[src/rtl/alu_op_sequencer_pkg.sv]
// Shared constants for the ALU operation sequencer: opcode encodings,
// FSM state encodings and the supported-opcode check.
package alu_op_sequencer_pkg;

    localparam int COD_OP_W = 6;

    localparam logic [COD_OP_W-1:0] OP_ADD = 6'b100000;
    localparam logic [COD_OP_W-1:0] OP_SUB = 6'b100010;
    localparam logic [COD_OP_W-1:0] OP_AND = 6'b100100;
    localparam logic [COD_OP_W-1:0] OP_OR  = 6'b100101;
    localparam logic [COD_OP_W-1:0] OP_XOR = 6'b100110;
    localparam logic [COD_OP_W-1:0] OP_NOR = 6'b100111;
    localparam logic [COD_OP_W-1:0] OP_SRA = 6'b000011;
    localparam logic [COD_OP_W-1:0] OP_SRL = 6'b000010;

    typedef enum logic [2:0] {
        ST_WAIT_A  = 3'd0,
        ST_WAIT_B  = 3'd1,
        ST_WAIT_OP = 3'd2,
        ST_EXEC    = 3'd3,
        ST_DONE    = 3'd4
    } seq_state_t;

    function automatic logic is_supported_op(input logic [COD_OP_W-1:0] op);
        case (op)
            OP_ADD, OP_SUB, OP_AND, OP_OR,
            OP_XOR, OP_NOR, OP_SRA, OP_SRL: return 1'b1;
            default:                        return 1'b0;
        endcase
    endfunction

endpackage

[src/rtl/alu_op_sequencer_if.sv]
// Board-side bus of the sequencer: shared data bus, load/clear strobes,
// result and status outputs.
interface alu_op_sequencer_if #(
    parameter int NBITS = 8
) ();
    logic [NBITS-1:0] i_data;
    logic             i_load;
    logic             i_clear;
    logic [NBITS-1:0] o_result;
    logic             o_valid;
    logic             o_error;
    logic [2:0]       o_state;

    modport slave (
        input  i_data, i_load, i_clear,
        output o_result, o_valid, o_error, o_state
    );

    modport master (
        output i_data, i_load, i_clear,
        input  o_result, o_valid, o_error, o_state
    );
endinterface

[src/rtl/alu_op_sequencer_alu.sv]
// Combinational ALU: signed two's complement, wrap-around, no flags.
// Unsupported opcodes yield zero.
module alu_op_sequencer_alu
    import alu_op_sequencer_pkg::*;
#(
    parameter int NBITS  = 8,
    parameter int COD_OP = COD_OP_W
) (
    input  logic [NBITS-1:0]  a_i,
    input  logic [NBITS-1:0]  b_i,
    input  logic [COD_OP-1:0] op_i,
    output logic [NBITS-1:0]  result_o
);

    // Opcode decode; shift amount is B taken as unsigned, so large B
    // naturally saturates to zero (SRL) or sign fill (SRA).
    always_comb begin
        result_o = '0;
        case (op_i)
            OP_ADD:  result_o = a_i + b_i;
            OP_SUB:  result_o = a_i - b_i;
            OP_AND:  result_o = a_i & b_i;
            OP_OR:   result_o = a_i | b_i;
            OP_XOR:  result_o = a_i ^ b_i;
            OP_NOR:  result_o = ~(a_i | b_i);
            OP_SRA:  result_o = $signed(a_i) >>> b_i;
            OP_SRL:  result_o = a_i >> b_i;
            default: result_o = '0;
        endcase
    end

endmodule

[src/rtl/alu_op_sequencer.sv]
// Sequencer: three load edges capture A, B and the opcode, one execute
// cycle registers the ALU result, which is then held with o_valid until
// the next load edge starts a new operation.
//
// state      | meaning
// WAIT_A     | waiting for load edge carrying operand A
// WAIT_B     | waiting for load edge carrying operand B
// WAIT_OP    | waiting for load edge carrying the opcode
// EXEC       | single cycle, registers ALU output (load edges ignored)
// DONE       | result held; a load edge captures a new A
module alu_op_sequencer
    import alu_op_sequencer_pkg::*;
#(
    parameter int NBITS  = 8,
    parameter int COD_OP = COD_OP_W
) (
    input  logic             clk,
    input  logic             rst_n,
    alu_op_sequencer_if.slave bus
);

    seq_state_t        state_q;
    logic [NBITS-1:0]  op_a_q;
    logic [NBITS-1:0]  op_b_q;
    logic [COD_OP-1:0] op_code_q;
    logic [NBITS-1:0]  result_q;
    logic              valid_q;
    logic              error_q;
    logic              load_prev_q;
    logic              load_edge_d;
    logic [NBITS-1:0]  alu_out;

    // Rising-edge detect on the debounced load level.
    assign load_edge_d = bus.i_load & ~load_prev_q;

    alu_op_sequencer_alu #(
        .NBITS  (NBITS),
        .COD_OP (COD_OP)
    ) u_alu (
        .a_i      (op_a_q),
        .b_i      (op_b_q),
        .op_i     (op_code_q),
        .result_o (alu_out)
    );

    // Sequencing FSM with registered operands and outputs. load_prev resets
    // high so a load already asserted at reset release is not an edge.
    always_ff @(posedge clk or negedge rst_n) begin
        if (!rst_n) begin
            state_q     <= ST_WAIT_A;
            op_a_q      <= '0;
            op_b_q      <= '0;
            op_code_q   <= '0;
            result_q    <= '0;
            valid_q     <= 1'b0;
            error_q     <= 1'b0;
            load_prev_q <= 1'b1;
        end else begin
            load_prev_q <= bus.i_load;
            if (bus.i_clear) begin
                state_q   <= ST_WAIT_A;
                op_a_q    <= '0;
                op_b_q    <= '0;
                op_code_q <= '0;
                result_q  <= '0;
                valid_q   <= 1'b0;
                error_q   <= 1'b0;
            end else begin
                case (state_q)
                    ST_WAIT_A, ST_DONE: begin
                        if (load_edge_d) begin
                            op_a_q  <= bus.i_data;
                            valid_q <= 1'b0;
                            error_q <= 1'b0;
                            state_q <= ST_WAIT_B;
                        end
                    end
                    ST_WAIT_B: begin
                        if (load_edge_d) begin
                            op_b_q  <= bus.i_data;
                            state_q <= ST_WAIT_OP;
                        end
                    end
                    ST_WAIT_OP: begin
                        if (load_edge_d) begin
                            op_code_q <= bus.i_data[COD_OP-1:0];
                            state_q   <= ST_EXEC;
                        end
                    end
                    ST_EXEC: begin
                        if (is_supported_op(op_code_q)) begin
                            result_q <= alu_out;
                            error_q  <= 1'b0;
                        end else begin
                            result_q <= '0;
                            error_q  <= 1'b1;
                        end
                        valid_q <= 1'b1;
                        state_q <= ST_DONE;
                    end
                    default: state_q <= ST_WAIT_A;
                endcase
            end
        end
    end

    assign bus.o_result = result_q;
    assign bus.o_valid  = valid_q;
    assign bus.o_error  = error_q;
    assign bus.o_state  = state_q;

endmodule

[src/flat_wrapper.sv]
// flat-port wrapper written by rule: the top's interface ports become plain ports
module alu_op_sequencer_flat import alu_op_sequencer_pkg::*;
#(
    parameter int NBITS  = 8,
    parameter int COD_OP = COD_OP_W
)
  (clk, rst_n, bus_i_data, bus_i_load, bus_i_clear, bus_o_result, bus_o_valid, bus_o_error, bus_o_state);
  alu_op_sequencer_if #(.NBITS(NBITS)) bus_i ();
  input  logic clk;
  input  logic rst_n;
  input wire logic [$bits(bus_i.i_data)-1:0] bus_i_data;
  input wire logic [$bits(bus_i.i_load)-1:0] bus_i_load;
  input wire logic [$bits(bus_i.i_clear)-1:0] bus_i_clear;
  output wire logic [$bits(bus_i.o_result)-1:0] bus_o_result;
  output wire logic [$bits(bus_i.o_valid)-1:0] bus_o_valid;
  output wire logic [$bits(bus_i.o_error)-1:0] bus_o_error;
  output wire logic [$bits(bus_i.o_state)-1:0] bus_o_state;
  assign bus_i.i_data = bus_i_data;
  assign bus_i.i_load = bus_i_load;
  assign bus_i.i_clear = bus_i_clear;
  assign bus_o_result = bus_i.o_result;
  assign bus_o_valid = bus_i.o_valid;
  assign bus_o_error = bus_i.o_error;
  assign bus_o_state = bus_i.o_state;
  alu_op_sequencer #(.NBITS(NBITS), .COD_OP(COD_OP)) u_core (.clk(clk), .rst_n(rst_n), .bus(bus_i));
endmodule
[config.mk]
export PLATFORM = sky130hd
export DESIGN_NAME = alu_op_sequencer_flat
export DESIGN_NICKNAME = d
export VERILOG_FILES = /design/src/rtl/alu_op_sequencer_pkg.sv /design/src/rtl/alu_op_sequencer_if.sv /design/src/rtl/alu_op_sequencer_alu.sv /design/src/rtl/alu_op_sequencer.sv /design/src/flat_wrapper.sv
export SDC_FILE = /design/constraint.sdc
export NUM_CORES = 1
export LEC_CHECK = 0
export BUFFER_PORTS_ARGS = -buffer_cell sky130_fd_sc_hd__buf_2
export CAP_MARGIN = 20
export CORE_MARGIN = 5
export CORE_UTILIZATION = 55
export CTS_BUF_LIST = sky130_fd_sc_hd__clkbuf_4
export DETAILED_ROUTE_END_ITERATION = 8
export PLACE_DENSITY = 0.72
export SLEW_MARGIN = 20
export SYNTH_ARGS = -nofsm -noshare
export SYNTH_HDL_FRONTEND = slang
export SYNTH_HIERARCHICAL = 1
export SYNTH_SLANG_ARGS = --single-unit
[constraint.sdc]
create_clock -name clk -period 9.42 [get_ports clk]
set_clock_uncertainty 0.15 [all_clocks]
set_input_delay 0 -clock clk [delete_from_list [all_inputs] [get_ports clk]]
set_output_delay 0 -clock clk [all_outputs]
set_load 0.03 [all_outputs]
== Word level (Yosys, flattened, before mapping) ==
Index checks and enable logic that the tools add are counted.
Word-level totals
  bits of input ports: 12
  register bits after elaboration: 36
  word-level logic and storage cells: 73
Cells by class
  equal/unequal tests: 15
  $add $sub $neg: 2
  reduce and logical (&&, ||, !) cells: 14
  bitwise operators: 6
  shift-type cells: 2
  muxes and demuxes: 26
Operators with widths (count)
  $mux W8: 8
  $pmux W8 S8: 1
  $eq A6 B6 Y1 const B: 6
  $mux W6: 3
  $eq A6 B2 Y1 const B: 2
  $mux W3: 4
  $pmux W3 S4: 1
  $reduce_bool A2 Y1: 5
  $ne A3 B2 Y1 const B: 3
  $add A8 B8 Y8: 1
  $and A8 B8 Y8: 1
  $not A8 Y8: 1
  $or A8 B8 Y8: 1
  $reduce_and A2 Y1: 4
  $reduce_or A8 Y1: 1
  $shr A8 B8 Y8: 1
  $sshr A8 B8 Y8: 1
  $sub A8 B8 Y8: 1
  $xor A8 B8 Y8: 1
  $mux W1: 7
  $eq A3 B2 Y1 const B: 2
  $pmux W1 S2: 2
  $eq A3 B1 Y1 const B: 1
  $eq A3 B3 Y1 const B: 1
  other kinds (6): 6

== Logic depth before layout (Yosys ltp) ==
Gate-level depths: netlist of run 1.
  word-level depth: 8
  gate-level depth with buffers: 13

== Modules after synthesis ==
Netlist of run 1, hierarchy kept.
By module, submodules not included
  alu_op_sequencer_alu: times used 1, sequential area each 0.0 um^2, cells an instance 224, area each 1660.3 um^2
  alu_op_sequencer: times used 1, sequential area each 902.1 um^2, cells an instance 130, area each 1566.5 um^2

== Worst setup path before layout of run 1 ==
OpenSTA, ideal clock, no wires.
  kind: register to register
  start: register u_core.op_b_q[0]
  end: register u_core.result_q[6], in the netlist u_core/bus.o_result[6]
  setup time: 0.121 ns
  arrival time: 2.733 ns
  data required time: 9.149 ns
  cell stages (with the launch flop): 12
  setup slack: 6.417 ns
  buffers on the path: 1
  cells stage by stage: dfrtp_1 buf_2 clkinv_1 ha_1 mux2_2 fa_1 nand2b_1 a21oi_1 o21a_1 o21ai_0 a31o_2 a22o_1
Between the ends
  longest elaborated chain between the ends: 5
Ends and longest elaborated chain
  start: declaration: RTL line alu_op_sequencer.sv:24  | logic [NBITS-1:0] op_b_q;
  start signal: assignment: RTL line alu_op_sequencer.sv:80  | op_b_q <= bus.i_data;
  $sub A8 B8 Y8 (tied with other cells): RTL line alu_op_sequencer_alu.sv:21  | OP_SUB: result_o = a_i - b_i;
  $pmux W8 S8 *: RTL line alu_op_sequencer_alu.sv:19  | case (op_i)
  named net u_core.alu_out[6]: RTL line alu_op_sequencer.sv:31  | logic [NBITS-1:0] alu_out;
  $mux W8 *: RTL line alu_op_sequencer.sv:91  | if (is_supported_op(op_code_q)) begin
  $mux W8 *: RTL line alu_op_sequencer.sv:69  | case (state_q)
  $mux W8 *: RTL line alu_op_sequencer.sv:60  | if (bus.i_clear) begin
  end signal: assignment: RTL line alu_op_sequencer.sv:92  | result_q <= alu_out;
  end: declaration: RTL line alu_op_sequencer.sv:26  | logic [NBITS-1:0] result_q;
The timed path passes the listed nets; every way through them passes the cells marked *. The select of a mux whose other input is x is not followed.
A chain may end at the register's enable or synchronous reset.

== Final worst setup path of run 1 ==
  start: register u_core.op_code_q[1]
  end: register u_core.result_q[6], in the netlist u_core/bus.o_result[6]
RTL lines
  start: declaration: RTL line alu_op_sequencer.sv:25  | logic [COD_OP-1:0] op_code_q;
  start signal: assignment: RTL line alu_op_sequencer.sv:86  | op_code_q <= bus.i_data[COD_OP-1:0];
  $eq A6 B2 Y1 / $eq A6 B6 Y1 (equally long branches): RTL line alu_op_sequencer_alu.sv:19
  $pmux W8 S8 *: RTL line alu_op_sequencer_alu.sv:19
  named net u_core.alu_out[6]: RTL line alu_op_sequencer.sv:31
  $mux W8 *: RTL line alu_op_sequencer.sv:91
  $mux W8 *: RTL line alu_op_sequencer.sv:69
  $mux W8 *: RTL line alu_op_sequencer.sv:60
Marked as above.

==> flow_summary.toml, run 1 <==
[status]
status = "completed"

[setup_path]
crit_start = "u_core/op_code_q[1]"
critPathLaunchType = "flop"
path_cells = "nor2b_4 -> and3_1 -> mux2_2 -> fa_1 -> nand2b_1 -> a21oi_1 -> o21a_1 -> o21ai_0 -> a31o_2 -> a22o_1"
path_class = "flop to flop"
crit_fanout = 27
crit_arrival_ps = 3900
r2r_start = "u_core/op_code_q[1]"
rrSetupSlack_ps = 5600
required_ps = 9510
max_stage_delay_ps = 1020
endpoint_kind = "flop"
cp_slowest_cell = "dfrtp_1"

[yosys]
synth_edf_count = 0
synth_area_leader_cell = "dfrtp_1"
syn_inst = 354
ys_warn_count = 6
synth.area.top_cells = "dfrtp_1 27%, ha_1 9.3%, mux2i_1 8.4%, nor2_1 4.0%, o21ai_0 2.6%"
ys_types = 73
syn_nets = 391
synth-main-ff-cell = "dfrtp_1"
syn_area_um2 = 3227
avgSynthCellArea_um2 = 9.115
ys_ff_latch = 36
synthArstFlopShare = 1.000
ys_seq_area_frac = 0.2796
synth_top_area_share = 0.2714

[pwr]
switchingPower_mw = 0.1148
p_leak_nw = 1.658
power_density_nw_per_um2 = 99.50
p_int_mw = 0.2327
p_clk_frac = 0.251
p_comb_frac = 0.257
swShare = 0.3304
pwr-share-seq = 0.492
finalPower_mw = 0.3475
peakVddDrop_mv = 0.09780

[global_routing]
antenna_found_initial = 0
grt_pass1_vias = 2753
grt_max_degree = 37
grt_first_pass_wirelength_mm = 14.26
grt_overflow = 0
gr-usage-all-layers = 0.2393

[timing]
fin_ws_ps = 5604
max_freq_ghz = 0.2621
worst_pin_slew_ps = 1017
slew_headroom = 0.3218
fin_setup_tns_ps = 0
setup_viol = 0
hold_viol_final = 0
period_share = 0.4051
rsz0062_at_grt = "false"
slew_viol_final = 0
min_period_ps = 3816

[die]
die_h_um = 86.60
pin_count = 25
initial_core_util = 0.5754
core-area_um2 = 5608
die_w_um = 86.60
fp-row-count = 27
dieArea_um2 = 7499

[route]
routed_via_density = 6.330
drtIter0Drc = 289
num_vias = 2842
firstDrtPassIters = 5
wl_mm = 8.642
drc = 0
antenna_left = 0
drt-wirelength-per-cell_um = 19.25

[placed_design]
port_buffers = 24
dp_cells = 429
post-place-ws_ps = 5635
post-dp-hpwl_mm = 6.315
gp_congestion = 0.9754

[clocking]
cts.sinks = 36
clk-insertion-delay-late_ps = 340
htree_num_levels = 2
cts_buffer_depth = 2
tritoncts = "yes"
clk_pin_slew_ps = 120
numCtsBuffers = 5
root_buffer = "clkbuf_4"
post_cts_buffers = 0

[finish]
final_nets = 413
syn_to_final_growth_pct = 8.220
final_cells = 449
antenna_cells = 0
drive_above_1_share = 0.1671

[flow_run]
maxCapViolCount = 0

[worst_hold_path]
hp-class = "input port to asynchronous set/reset pin"
[cells in the final DEF, fill, tap and decap left out, types with 11 or more instances in the layout]
cell type / instances
dfrtp_1: 35
nor2_1: 34
mux2i_1: 27
buf_2: 24
ha_1: 24
o21ai_0: 17
inv_1: 16
nand2_1: 15
nand2b_1: 13
dlygate4sd3_1: 12
a21oi_1: 11
[stage by stage]
stage | hold slack (ps) | utilization | instance area [um2]
after floorplan | -445.6 | - | 3227
after global placement | -36.14 | 0.5910 | 3314
after detailed placement | -33.51 | 0.5910 | 3314
after CTS | 141.8 | 0.6227 | 3492
after global routing | 150.8 | 0.6227 | 3492
final | 128.0 | 0.6227 | 3492
[power groups by stage]
stage | clock (mW) | combinational [mW] | sequential, mW
after floorplan | 0 | 0.0657 | 0.169
final | 0.0871 | 0.0893 | 0.171
after detailed placement | 0 | 0.0835 | 0.174
after global routing | 0.0971 | 0.0990 | 0.172
after CTS | 0.0901 | 0.0879 | 0.171
after global placement | 0 | 0.0806 | 0.174
[metal layers]
layer | vias up | global-route usage | wire (um)
met5 | - | 0 | 0
met4 | 0 | 0.09632 | 259
met3 | 22 | 0.03612 | 493
met2 | 113 | 0.3762 | 3993
met1 | 1377 | 0.3288 | 3895
li1 | 1330 | - | -
[cell type report]
type	count	area, um2
clock buffers	7	52.55
clock inverters	1	5.005
fillers	501	2116
inverters	17	63.81
multi-input cells	280	2138
flip-flops and latches	36	902.1
well taps	72	90.09
repair buffers	36	240.2
[worst max-delay path, delay by kind of cell (launching register included)]
kind	cells	cell delay (ps)
compound gates	5	860
mux	1	400
fa+ha+maj	1	440
flops	1	1020
simple gates	3	830
[Yosys cell counts (4+ instances only)]
cell / instances
nor3_1: 8
a22o_1: 8
nand2_1: 15
a211oi_1: 10
xor2_1: 5
a31oi_1: 4
nor2_1: 34
buf_2: 8
ha_1: 24
inv_1: 16
mux2i_1: 27
dfrtp_1: 35
nor4_1: 5
clkbuf_1: 5
or2_2: 4
buf_6: 4
mux2_2: 6
xnor2_1: 9
a21oi_1: 11
nand3_1: 6
nand2b_1: 13
nor2b_1: 8
o21ai_0: 17
[flip-flops by register name, indices dropped and copies added (netlist names)]
name                 cells
u_core/bus.o_error       1
u_core/bus.o_result      8
u_core/bus.o_state       3
u_core/bus.o_valid       1
u_core/load_prev_q       1
u_core/op_a_q            8
u_core/op_b_q            8
u_core/op_code_q         6
[cell families (layout without fill, tap and decap cells)]
family | Yosys count | count (layout) | synth area share
and+or+nand+nor | 121 | 121 | 0.2253
AOI/OAI and AO/OA | 87 | 87 | 0.1954
DFF | 36 | 36 | 0.2796
adders and majority gates | 25 | 25 | 0.09926
muxes | 33 | 33 | 0.1047
xor gates and xnor gates | 14 | 14 | 0.03800
buffers and inverters | 38 | 61 | 0.05777
[path summary, 6_finish.rpt]
check / end / cells past startpoint
worst max-delay path: u_core/bus.o_result[6] / 10
worst min-delay path: u_core/op_code_q[5] / 2
worst max register to register: u_core/bus.o_result[6] / 10
worst min register to register: u_core/bus.o_valid / 1
max in group asynchronous: u_core/op_b_q[1] / 2
min in group clk: u_core/load_prev_q / 2
[timing repair]
action | in CTS | in global routing
hold endpoints to repair | 60 | 0
gates resized for setup | 0 | 0
hold buffers | 12 | 0
No activity file was read; power rests on OpenSTA's default activity.
==> run 2, diff against run 1 <==
==> constraint.sdc (replaced) <==
create_clock -name clk -period 3.9 [get_ports clk]
set_clock_uncertainty 0.15 [all_clocks]
set_input_delay 0 -clock clk [delete_from_list [all_inputs] [get_ports clk]]
set_output_delay 0 -clock clk [all_outputs]
set_load 0.03 [all_outputs]
==> run 2 against run 1 <==
Effect of this change:
- register-to-register slack lost 5000 ps
- via count shrank 3.1%
- critical path depth is the same
- global-route usage shrank 0.35 points
- design area grew 0.75%
- first-iteration DRC count grew 7.3%
- routed wire length shrank 4.3%
- final cell count grew 0.89%
- core utilization grew 0.47 points
- clock-buffer cell count shrank 1
- largest cell class unchanged
==> flow_summary.toml, run 2 (synthesized netlist as in run 1, its figures left out) <==
[status]
status = "completed"

[clocking]
root_buffer = "clkbuf_4"
cts.sinks = 36
ctsResizeCount = 0
htree_num_levels = 2
clk-insertion-delay-late_ps = 330
holdBufCountCts = 11
post_cts_buffers = 0
clk_pin_slew_ps = 110
tritoncts = "yes"
numCtsBuffers = 5
cts_buffer_depth = 2

[timing]
slew_headroom = 0.4528
max_freq_ghz = 0.3051
worst_pin_slew_ps = 820.8
fin_setup_tns_ps = 0
fin_hold_ws_ps = 127.7
rsz0062_at_grt = "false"
setup_viol = 0
slew_viol_final = 0
hold_viol_final = 0
period_share = 0.8403
min_period_ps = 3277

[pwr]
finalPower_mw = 0.8202
power_density_nw_per_um2 = 233.1
peakVddDrop_mv = 0.2532
p_leak_nw = 1.670

[die]
fp-row-count = 27
die_h_um = 86.60
initial_core_util = 0.5754
pin_count = 25
core-area_um2 = 5608
dieArea_um2 = 7499
die_w_um = 86.60

[flow_run]
maxCapViolCount = 0

[setup_path]
crit_arrival_ps = 3360
path_class = "flop to flop"
required_ps = 3980
endpoint_kind = "flop"
crit_fanout = 8
critPathLaunchType = "flop"

[placed_design]
port_buffers = 24
dp_cells = 434
post-dp-hpwl_mm = 6.208
gp_congestion = 0.9790

[worst_hold_path]
hp-class = "input port to asynchronous set/reset pin"

[finish]
mostFrequentLayoutCell = "dfrtp_1"
drive_above_1_share = 0.1759
syn_to_final_growth_pct = 9.034
final_cells = 453
final_nets = 417
antenna_cells = 0
layout_common_cells = "35 x dfrtp_1, 34 x nor2_1, 27 x mux2i_1"

[route]
drt-wirelength-per-cell_um = 18.26
antenna_left = 0
wl_mm = 8.274
firstDrtPassIters = 4
num_vias = 2753
routed_via_density = 6.077
drtIter0Drc = 310
drc = 0

[global_routing]
antenna_found_initial = 0
grt_pass1_vias = 2686
grt_max_degree = 37
grt_overflow = 0
gr-usage-all-layers = 0.2358
grt_first_pass_wirelength_mm = 13.92
## run 2: changes by cell type in the layout (fill, tap and decap cells not counted), sizes merged
cell         change
buf              +5
clkbuf           -1
clkinvlp         +1
dlygate4sd3      -1
## run 2: stage by stage
stage          area [um2]  utilization  worst slack [ps]
2_1_floorplan        3227            -             896.5
5_1_grt              3518       0.6274             333.0
3_5_place_dp         3352       0.5977             648.2
3_3_place_gp         3352       0.5977             725.0
6_report             3518       0.6274             622.7
4_1_cts              3518       0.6274             630.9
## run 2: layout make-up
cell class	count	area, um2
tap	72	90.09
inverter	17	63.81
sequential	36	902.1
clock inverter	2	11.26
multi-input combinational	280	2138
clock buffer	6	45.04
fill	520	2090
timing repair buffer	40	267.8
## run 2: worst paths after layout
kind | start | end | slack (ps) | cells after the start
setup / recovery | u_core/op_code_q[3] | u_core/bus.o_result[6] | 620 | 10
hold / removal | rst_n | u_core/bus.o_state[2] | 130 | 2
setup reg to reg | u_core/op_code_q[3] | u_core/bus.o_result[6] | 620 | 10
hold reg to reg | u_core/bus.o_valid | u_core/bus.o_valid | 340 | 1
max in group asynchronous | rst_n | u_core/bus.o_valid | 2950 | 2
min in group clk | bus_i_load | u_core/load_prev_q | 160 | 2
## run 2: layer usage
layer,routed length (um),global-route usage,share of wire
met5,0,0,0
met3,513,0.03327,0.062
met4,238,0.09065,0.029
met2,3768,0.3693,0.46
met1,3753,0.3286,0.45
## run 2: where the power goes
part,internal (mW),switching (mW),leakage (nW),total (mW)
combinational,0.0939,0.119,1.15,0.212
sequential,0.384,0.0269,0.490,0.411
clock,0.0756,0.122,0.0293,0.197
total,0.553,0.267,1.67,0.820
## run 2: critical path, cell delays in order, from the launching register on
cell	delay, ps
dfrtp_1	490
nor3_1	320
and3_1	360
mux2_2	400
fa_1	430
nand2b_1	180
a21oi_1	190
o21a_1	150
o21ai_0	70
a31o_2	240
a22o_1	180
==> run 3, diff against run 2 <==
==> constraint.sdc (replaced) <==
create_clock -name clk -period 3.08 [get_ports clk]
set_clock_uncertainty 0.15 [all_clocks]
set_input_delay 0 -clock clk [delete_from_list [all_inputs] [get_ports clk]]
set_output_delay 0 -clock clk [all_outputs]
set_load 0.03 [all_outputs]
==> run 3 against run 2 <==
Effect of this change:
- critical path depth unchanged
- clock-buffer cell count stayed put
- setup slack got worse by 470 ps
- design area grew 5.1%
- final cell count grew 4.4%
- non-clock buffer count rose by 20
- sequential share of layout area fell by 1.2 points
- global-route usage increased by 1.4 points
- first-iteration DRC count fell by 8.4%
- core utilization rose by 3.2 points
- highest routed layer unchanged
==> flow_summary.toml, run 3 (synthesized netlist as in run 1, its figures left out) <==
[route]
firstDrtPassIters = 6
routed_via_density = 6.171
num_vias = 2919
wl_mm = 9.074
drc = 0
drt-wirelength-per-cell_um = 19.18
antenna_left = 0
drtIter0Drc = 284

[setup_path]
worstRegToRegCells = 10
path_buf_inv = 0
endpoint_kind = "flop"
crit_arrival_ps = 3010
crit_fanout = 3
critical_path_depth = 10
path_class = "flop to flop"
max_stage_delay_ps = 440
cp_slowest_cell = "fa_1"
path_cells = "nor3_2 -> and3_1 -> mux2_2 -> fa_1 -> nand2b_1 -> a21oi_1 -> o21a_1 -> o21ai_0 -> a31o_2 -> a22o_1"
critPathLaunchType = "flop"
required_ps = 3160
critical_path.top_delay_family = "compound AO/OA/AOI/OAI gates"

[clocking]
tritoncts = "yes"
clk_pin_slew_ps = 110
cts_buffer_depth = 2
root_buffer = "clkbuf_4"
numCtsBuffers = 5
htree_num_levels = 2
clk-insertion-delay-late_ps = 340
cts.sinks = 36
post_cts_buffers = 0

[finish]
final_nets = 437
syn_to_final_growth_pct = 14.58
nFillCells = 486
mostFrequentLayoutCell = "dfrtp_1"
multi_input_area_um2 = 2143
layout_common_cells = "35 x dfrtp_1, 34 x nor2_1, 27 x mux2i_1"
drive_above_1_share = 0.2219
antenna_cells = 0
register_area_um2 = 902.1
fin_area_um2 = 3697

[global_routing]
gr-usage-all-layers = 0.2500
grt_pass1_vias = 2811
grt_first_pass_wirelength_mm = 14.72
antenna_found_initial = 0
grt_max_degree = 37
grt_overflow = 0

[timing]
worst_pin_slew_ps = 801.9
setup_viol = 0
max_freq_ghz = 0.3419
period_share = 0.9495
slew_headroom = 0.4654
hold_viol_final = 0
rsz0062_at_grt = "false"
min_period_ps = 2925
slew_viol_final = 0
fin_setup_tns_ps = 0

[pwr]
p_comb_frac = 0.254
pwr-share-seq = 0.452
swShare = 0.3081
p_int_mw = 0.7918
p_clk_frac = 0.295
p_leak_nw = 1.788
finalPower_mw = 1.144
peakVddDrop_mv = 0.2829
switchingPower_mw = 0.3526
power_density_nw_per_um2 = 309.5

[die]
fp-row-count = 27
die_h_um = 86.60
initial_core_util = 0.5754
die_w_um = 86.60
dieArea_um2 = 7499
pin_count = 25
core-area_um2 = 5608

[placed_design]
post-dp-hpwl_mm = 6.873
gp_congestion = 0.9841
placed_area_um2 = 3502
port_buffers = 24

[worst_hold_path]
hp-class = "input port to asynchronous set/reset pin"

[status]
status = "completed"

[flow_run]
maxCapViolCount = 0
## run 3: cell type report
type	count	area share
multi-input cells	280	0.5797
flip-flops and latches	36	0.2440
inverters	17	0.01726
repair buffers	60	0.1130
clock buffers	6	0.01218
well taps	72	0.02437
clock inverters	2	0.009475
## run 3: path summary, 6_finish.rpt
| check | slack, ps | endpoint | startpoint |
|---|---|---|---|
| worst max-delay path | 160 | u_core/bus.o_result[6] | u_core/op_code_q[3] |
| worst min-delay path | 130 | u_core/bus.o_state[1] | rst_n |
| worst max register to register | 160 | u_core/bus.o_result[6] | u_core/op_code_q[3] |
| worst min register to register | 340 | u_core/bus.o_valid | u_core/bus.o_valid |
| max in group asynchronous | 2140 | u_core/bus.o_result[7] | rst_n |
| min in group clk | 180 | u_core/load_prev_q | bus_i_load |
## run 3: power groups by stage
stage	Clock, mW	Sequential, mW	Combinational [mW]
after CTS	0.345	0.516	0.285
after global placement	0	0.524	0.266
after floorplan	0	0.515	0.201
after global routing	0.364	0.519	0.321
after detailed placement	0	0.525	0.273
final	0.337	0.517	0.290
## run 3: worst register-to-register path: stages, from the launching register on
cell and delay [ps]:
dfrtp_1 400, nor3_2 220, and3_1 220, mux2_2 380, fa_1 440, nand2b_1 190, a21oi_1 170, o21a_1 140
o21ai_0 70, a31o_2 240, a22o_1 190
## run 3: per-layer routing
layer / part of all wire / vias to the layer above / track usage
met5: 0 / - / 0
met4: 0.032 / 0 / 0.08357
met3: 0.068 / 24 / 0.04658
met2: 0.44 / 116 / 0.3860
met1: 0.46 / 1403 / 0.3514
li1: - / 1376 / -
## run 3: repair_timing
action	4_1_cts	5_1_grt
hold buffers	11	0
resized for setup	0	2
endpoints found under the hold margin	60	0
endpoints found under the setup margin	0	2
## run 3: per-stage QoR
stage | setup WS [ps] | util | hold WS [ps] | cells
floorplan | 76.54 | - | -445.6 | 354
global placement | 184.9 | 0.6245 | -35.39 | 454
detailed placement | 100.4 | 0.6245 | -32.54 | 454
CTS | 82.33 | 0.6584 | 142.2 | 473
global route | 28.40 | 0.6593 | 173.2 | 473
finish | 155.4 | 0.6593 | 127.8 | 473
